[src/rtl/spi_slave_ctrl.sv]
// SPI slave front end for a small command/response memory.
// A frame starts with one command bit (0 = write, 1 = read) followed by a
// 10-bit word, MSB first. Read-data frames stream one memory byte back on MISO.
//
// state     | meaning
// ----------+-----------------------------------------------------------
// IDLE      | SS_n high or frame just aborted; waiting for SS_n low
// CHK_CMD   | next sampled MOSI bit picks write / read-address / read-data
// WRITE     | shifting a 10-bit write word (address or data)
// READ_ADD  | shifting a 10-bit read address; sets rd_addr_flag when done
// READ_DATA | shifting a 10-bit read word, then returning one byte on MISO

module spi_slave_ctrl (
    input  logic       clk,
    input  logic       rst,
    input  logic       SS_n,
    input  logic       MOSI,
    input  logic [7:0] tx_data,
    input  logic       tx_valid,
    output logic [9:0] rx_data,
    output logic       rx_valid,
    output logic       MISO
);

    typedef enum logic [2:0] {
        IDLE      = 3'd0,
        CHK_CMD   = 3'd1,
        WRITE     = 3'd2,
        READ_ADD  = 3'd3,
        READ_DATA = 3'd4
    } state_t;

    state_t     state;
    state_t     next_state;

    // First nine bits of the word; the tenth is taken straight from MOSI.
    logic [8:0] rx_shift;
    logic [3:0] bit_cnt;
    logic       frame_done;
    logic       rd_addr_flag;

    // Read-data return path: byte shifter and remaining-bit down-counter.
    logic [7:0] tx_shift;
    logic [3:0] tx_cnt;
    logic       tx_captured;

    logic       in_frame;
    logic       shift_en;
    logic       last_bit;
    logic       capture_en;
    logic       tx_busy;
    logic       tx_last;

    // Datapath enables shared by the register blocks below.
    always_comb begin
        in_frame   = (state == WRITE) || (state == READ_ADD) || (state == READ_DATA);
        shift_en   = in_frame && !SS_n && !frame_done;
        last_bit   = shift_en && (bit_cnt == 4'd9);
        tx_busy    = (tx_cnt != 4'd0);
        capture_en = (state == READ_DATA) && !SS_n && frame_done &&
                     !tx_captured && tx_valid;
        tx_last    = (state == READ_DATA) && !SS_n && (tx_cnt == 4'd1);
    end

    // State register.
    always_ff @(posedge clk or posedge rst) begin
        if (rst) begin
            state <= IDLE;
        end else begin
            state <= next_state;
        end
    end

    // Next-state decode; SS_n high always wins and returns to IDLE.
    always_comb begin
        next_state = state;
        if (SS_n) begin
            next_state = IDLE;
        end else begin
            case (state)
                IDLE:      next_state = CHK_CMD;
                CHK_CMD: begin
                    if (!MOSI) begin
                        next_state = WRITE;
                    end else if (rd_addr_flag) begin
                        next_state = READ_DATA;
                    end else begin
                        next_state = READ_ADD;
                    end
                end
                WRITE:     next_state = WRITE;
                READ_ADD:  next_state = READ_ADD;
                READ_DATA: next_state = READ_DATA;
                default:   next_state = IDLE;
            endcase
        end
    end

    // Receive shifter and bit counter; cleared outside a live word so that an
    // aborted frame leaves nothing behind and CHK_CMD always hands over a zero count.
    always_ff @(posedge clk or posedge rst) begin
        if (rst) begin
            rx_shift   <= 9'd0;
            bit_cnt    <= 4'd0;
            frame_done <= 1'b0;
        end else if (!in_frame || SS_n) begin
            rx_shift   <= 9'd0;
            bit_cnt    <= 4'd0;
            frame_done <= 1'b0;
        end else if (shift_en) begin
            rx_shift <= {rx_shift[7:0], MOSI};
            if (last_bit) begin
                bit_cnt    <= 4'd0;
                frame_done <= 1'b1;
            end else begin
                bit_cnt <= bit_cnt + 4'd1;
            end
        end
    end

    // Word output register and its one-cycle valid strobe.
    always_ff @(posedge clk or posedge rst) begin
        if (rst) begin
            rx_data  <= 10'h000;
            rx_valid <= 1'b0;
        end else begin
            rx_valid <= last_bit;
            if (last_bit) begin
                rx_data <= {rx_shift, MOSI};
            end
        end
    end

    // Remembers that a read address has been delivered until its data byte is sent.
    always_ff @(posedge clk or posedge rst) begin
        if (rst) begin
            rd_addr_flag <= 1'b0;
        end else if (last_bit && (state == READ_ADD)) begin
            rd_addr_flag <= 1'b1;
        end else if (tx_last) begin
            rd_addr_flag <= 1'b0;
        end
    end

    // Read-data byte: captured once per frame, then shifted out MSB first.
    always_ff @(posedge clk or posedge rst) begin
        if (rst) begin
            tx_shift    <= 8'h00;
            tx_cnt      <= 4'd0;
            tx_captured <= 1'b0;
        end else if (SS_n || (state != READ_DATA)) begin
            tx_shift    <= 8'h00;
            tx_cnt      <= 4'd0;
            tx_captured <= 1'b0;
        end else if (capture_en) begin
            tx_shift    <= tx_data;
            tx_cnt      <= 4'd8;
            tx_captured <= 1'b1;
        end else if (tx_busy) begin
            tx_shift <= {tx_shift[6:0], 1'b0};
            tx_cnt   <= tx_cnt - 4'd1;
        end
    end

    // MISO is driven only while a byte is in flight.
    always_comb begin
        MISO = tx_busy ? tx_shift[7] : 1'b0;
    end

endmodule

[config.mk]
export PLATFORM = sky130hd
export DESIGN_NAME = spi_slave_ctrl
export DESIGN_NICKNAME = d
export VERILOG_FILES = /design/src/rtl/spi_slave_ctrl.sv
export SDC_FILE = /design/constraint.sdc
export NUM_CORES = 1
export LEC_CHECK = 0
export CAP_MARGIN = 20
export CORE_AREA = 8 8 85 57
export CTS_BUF_LIST = sky130_fd_sc_hd__clkbuf_4
export DETAILED_ROUTE_END_ITERATION = 12
export DIE_AREA = 0 0 93 65
export DONT_BUFFER_PORTS = 1
export GPL_ROUTABILITY_DRIVEN = 0
export HOLD_SLACK_MARGIN = 0.02
export PLACE_DENSITY = 0.66
export SLEW_MARGIN = 0
export SYNTH_ARGS = -nofsm -noshare
export SYNTH_HDL_FRONTEND = slang
export SYNTH_SLANG_ARGS = --single-unit
[constraint.sdc]
create_clock -name clk -period 2.1 [get_ports clk]
set_input_delay 0.315 -clock clk [delete_from_list [all_inputs] [get_ports clk]]
set_output_delay 0.315 -clock clk [all_outputs]
set_load 0.01 [all_outputs]
**Word level (Yosys, flattened, before mapping)**

Cells that the tools add are included.

- Bits in registers: 42
- Output and inout port bits: 12
- Word-level logic and storage cells: 67

- Muxes and demuxes: 23
- Reduce and logical (&&, ||, !) cells: 25
- $add $sub $neg: 2
- Equality and inequality tests: 7

Operators with widths:

| cell | count |
|---|---|
| 4-bit two-way mux | 6 |
| 8-bit two-way mux | 3 |
| 9-bit two-way mux | 2 |
| 3-bit one-hot mux with 5 select lines | 1 |
| 1-bit logical AND | 9 |
| 3-bit two-way mux | 3 |
| 1-bit two-way mux | 8 |
| 2-bit nonzero test | 4 |
| 3-bit by 2-bit equality test with 1-bit output, second input constant | 2 |
| 4-bit by 1-bit adder with 4-bit output, second input constant | 1 |
| 4-bit by 1-bit equality test with 1-bit output, second input constant | 1 |
| 4-bit equality test, second input constant | 1 |
| 1-bit logical NOT | 4 |
| 1-bit logical OR | 4 |
| 4-bit nonzero test | 1 |
| 4-bit by 1-bit subtractor with 4-bit output, second input constant | 1 |
| 3-bit by 1-bit equality test with 1-bit output, second input constant | 1 |
| 3-bit equality test, second input constant | 1 |
| 3-bit logical NOT | 1 |
| 3-bit != test, second input constant | 1 |
| 3-bit nonzero test | 1 |
| 2-bit AND reduction | 1 |

**Logic depth before layout (Yosys ltp)**

- Word-level depth: 9
- Mapped depth: 6
- Gate-level depth less buffers: 5

**Least setup slack after synthesis**

No wires, ideal clock.

- Kind: register to output
- From: register tx_cnt[0]
- To: output port MISO
- Stages on the path, launching flop included: 6
- Path slack: 319 ps
- Arrival: 1466 ps
- Path buffers: 1
- Cell sequence: dfrtp_1 -> inv_1 -> ha_1 -> or3b_2 -> clkbuf_1 -> and2_1

- Cells in the longest elaborated chain, start to end: 2

RTL lines:

| element | RTL line | RTL |
|---|---|---|
| start, declared | 44 | `logic [3:0] tx_cnt;` |
| start signal, assigned | 161 | `tx_cnt <= tx_cnt - 4'd1;` |
| 4-bit nonzero test | 59 | `tx_busy = (tx_cnt != 4'd0);` |
| 1-bit two-way mux | 167 | `MISO = tx_busy ? tx_shift[7] : 1'b0;` |
| end, declared | 22 | `output logic MISO` |

No other way between the ends.

**Final worst setup path**

- From: register tx_cnt[1]
- To: output port MISO

The elaborated chain is that of the path after synthesis.

==> key figures <==
Status
  • Status: completed

Logic synthesis
  • Syn_nets: a little under 200
  • EDFF count, synth: 0
  • Post-synth top cells: 42 x dfrtp_1, 21 x nand2_1, 19 x nor2_1
  • Mapped Cells: 176
  • Count leader, synth: dfrtp_1
  • Flops & latches, synth: 42
  • Syn avg cell area: between 10 and 15 sq um
  • Yosys top cell area share: 0.558
  • Cell taking the most area after synthesis: dfrtp_1
  • Mapped cell area: 1880 sq um
  • Synth top area cells: dfrtp_1 56%, mux2_2 6.0%, mux2i_1 5.3%
  • Post-synthesis sequential area ratio: 0.558
  • Top FF cell, synth: dfrtp_1
  • Synth warnings: 0
  • Distinct cells, synth: 33
  • Async S/R FF share, synth: 1.00

Worst setup path
  • Worst R2R Setup Slack: about 0.3 ns
  • Crit Path Max Fanout: 4
  • Setup CP Type: reg -> out
  • Worst R2R Path Depth: 5
  • R2r endpoint: rx_data[3]
  • Slowest cell on the critical path: dfrtp_1
  • Worst Setup Start Kind: flip-flop
  • Worst endpoint required time: between 1.5 and 2 ns
  • Worst path cell trace: inv_1 -> ha_2 -> or3b_4 -> and2_1
  • Worst path arrival time: roughly 1.7 ns
  • Crit. End Element: primary output
  • Critical R2R Launch: bit_cnt[0]
  • CP max stage delay: 0.42 ns

Die
  • Initial Utilization: 0.533
  • Core Region: about 3500 sq um
  • Chip height: about 65 microns
  • Die area: around 6000 sq um
  • Die W: 93 microns
  • IO Pins: 25
  • Row count: 17

Layout
  • Filler Cell Count: 308
  • Synthesis-to-layout area growth: 9.04%
  • # diodes: 0
  • FF/Latch Area: 1050 sq um
  • Final instance area: about 2100 sq um
  • Finished Layout Cells: between 200 and 250
  • Share of cells above drive strength 1: 0.150
  • Area of the multi-input gates: a little under 800 sq um
  • Layout net count: a little over 200

Power
  • Switching portion of total power: 0.224
  • Power density over cell area: between 600 and 700 nW/um^2
  • Reg power frac: 0.660
  • Clock network fraction of design power: 0.304
  • P_leak: a little under 0.0009 uW
  • Peak supply drop: roughly 450 uV
  • Total Power: approximately 1200 uW
  • NetSw: between 200 and 300 uW
  • Logic pwr share: 0.035
  • Cell internal pwr: about 970 uW

Timing
  • Final setup viols: 0
  • Max-slew violations: 0
  • Fin. Hold Viols: 0
  • Final Skew: 0.00390 ns
  • Fin Setup TNS: 0 ns
  • Fmax: a little over 500 MHz
  • Max transition margin: 0.384
  • Worst-Margin Slew: between 0.9 and 1 ns
  • Tcrit/Tclk final: 0.944
  • RSZ-0062 raised after global routing: false
  • Final hold slack: approximately 0.12 ns
  • Tmin final: between 1.5 and 2 ns

Clock network
  • CTS tree: built
  • CTS clk-pin slew, worst paths: about 0.11 ns
  • Clock Sinks: 42
  • Worst-Skew Late Latency: between 0.3 and 0.4 ns
  • Clock Path Buffers: 2
  • H-tree levels: 2
  • Cts bufs inserted: 5
  • Clock root buffer: clkbuf_4

Global route
  • Vias in the first global route: roughly 1300
  • First-pass GRT wire length: ~6 mm
  • Global-route usage over all layers: 0.122
  • Grt ovf: 0
  • Largest net degree at the start of global routing: 43
  • Initial antenna violation count: 0

Routing
  • DR pass1 iterations: 4
  • DRC: 0
  • Routed wire length: approximately 3.6 mm
  • Antenna Nets Post-Route: 0
  • DR iter-0 viols: 42
  • Vias: 1294
  • DR WL/cell: approximately 15 microns
  • Vias per cell: 5.53

Placed design
  • PortBufs: 0
  • Placed cells: 220
  • Detailed Place HPWL: 2.46 mm
  • Dpl cell area: between 1500 and 2000 sq um

Min path
  • Beginning of the worst hold path: MOSI
  • Worst hold endpoint: rx_data[0]
  • Worst hold stages: 1
  • Hold Crit Class: in -> reg

Flow run
  • Maximum Capacitance Violations: 0
==> cell type report <==
type / instances / share of cell area
Sequential cell: 42 / 0.512
Clock buffer: 6 / 0.0219
Tap cell: 47 / 0.0286
Timing Repair Buffer: 10 / 0.0402
Inverter: 8 / 0.0146
Clock inverter: 2 / 0.00427
Multi-Input combinational cell: 119 / 0.378
==> through the flow <==
| step | utilization | setup slack [ns] |
|---|---|---|
| 2_1_floorplan | - | 0.319 |
| 3_3_place_gp | 0.550 | 0.338 |
| 3_5_place_dp | 0.550 | 0.261 |
| 4_1_cts | 0.572 | 0.00226 |
| 5_1_grt | 0.582 | 0.0244 |
| 6_report | 0.582 | 0.117 |
==> state kept, by name, indices dropped and copies added, names as in the netlist <==
| register | cells |
|---|---|
| bit_cnt | 4 |
| frame_done | 1 |
| rd_addr_flag | 1 |
| rx_data | 10 |
| rx_shift | 9 |
| rx_valid | 1 |
| state | 3 |
| tx_captured | 1 |
| tx_cnt | 4 |
| tx_shift | 8 |
==> per-layer routing <==
| layer | GRT usage | vias up | wire [microns] |
|---|---|---|---|
| met2 | 0.177 | 27 | 1580 |
| met5 | 0 | - | 0 |
| met4 | 0.0579 | 0 | 46 |
| met3 | 0.0563 | 6 | 236 |
| li1 | - | 630 | - |
| met1 | 0.150 | 631 | 1720 |
==> cells in the final DEF (no fill, tap or decap), types with 7 or more instances in the layout <==
| master | netlist | routed |
|---|---|---|
| mux2_2 | 10 | 10 |
| nor2_1 | 19 | 19 |
| buf_4 | 0 | 7 |
| a21oi_1 | 8 | 8 |
| a31oi_1 | 8 | 8 |
| o21ai_0 | 9 | 9 |
| nand2_1 | 21 | 21 |
| mux2i_1 | 10 | 10 |
| dfrtp_1 | 42 | 42 |
| inv_1 | 8 | 7 |
==> worst max-delay path by stage <==
stage	startpoint	to	slack [ns]	cells past startpoint
after floorplan	tx_cnt[0]	MISO	0.32	5
after CTS	tx_cnt[0]	MISO	0.002	4
after detailed placement	tx_cnt[0]	MISO	0.26	4
final	tx_cnt[1]	MISO	0.12	4
after global placement	tx_cnt[0]	MISO	0.34	4
after global routing	tx_cnt[1]	MISO	0.02	4
==> worst max-delay path: cells and delay by family (launching register included) <==
kind          cells  cell delay, ns
flops             1            0.42
buf+inv           1            0.10
simple gates      2            0.62
fa+ha+maj         1            0.20
==> kinds of logic (layout without fill, tap and decap cells) <==
| kind of cell | count (synthesis) | in the layout | synth area share |
|---|---|---|---|
| XOR/XNOR | 2 | 2 | 0.00930 |
| AND/OR/NAND/NOR | 61 | 61 | 0.157 |
| adder cells (fa/ha/maj) | 5 | 5 | 0.0332 |
| AO/OA/AOI/OAI | 31 | 31 | 0.0970 |
| multiplexers | 20 | 20 | 0.113 |
| flip-flops | 42 | 42 | 0.558 |
| buffers and inverters | 15 | 26 | 0.0319 |
==> power groups by stage <==
stage / sequential [uW] / combinational, uW / clock, uW
after floorplan: 837 / 31.0 / 0
after global placement: 838 / 38.9 / 0
after detailed placement: 839 / 41.1 / 0
after CTS: 824 / 44.5 / 398
after global routing: 826 / 51.4 / 430
final: 824 / 44.3 / 380
==> timing repair <==
action | 4_1_cts | 5_1_grt
endpoints found under the hold margin | 44 | 1
endpoints found under the setup margin | 1 | 1
hold buffers | 2 | 1
buffers inserted | 0 | 3
gates resized for setup | 1 | 2
Note: power is estimated with default switching activity, not from simulation.
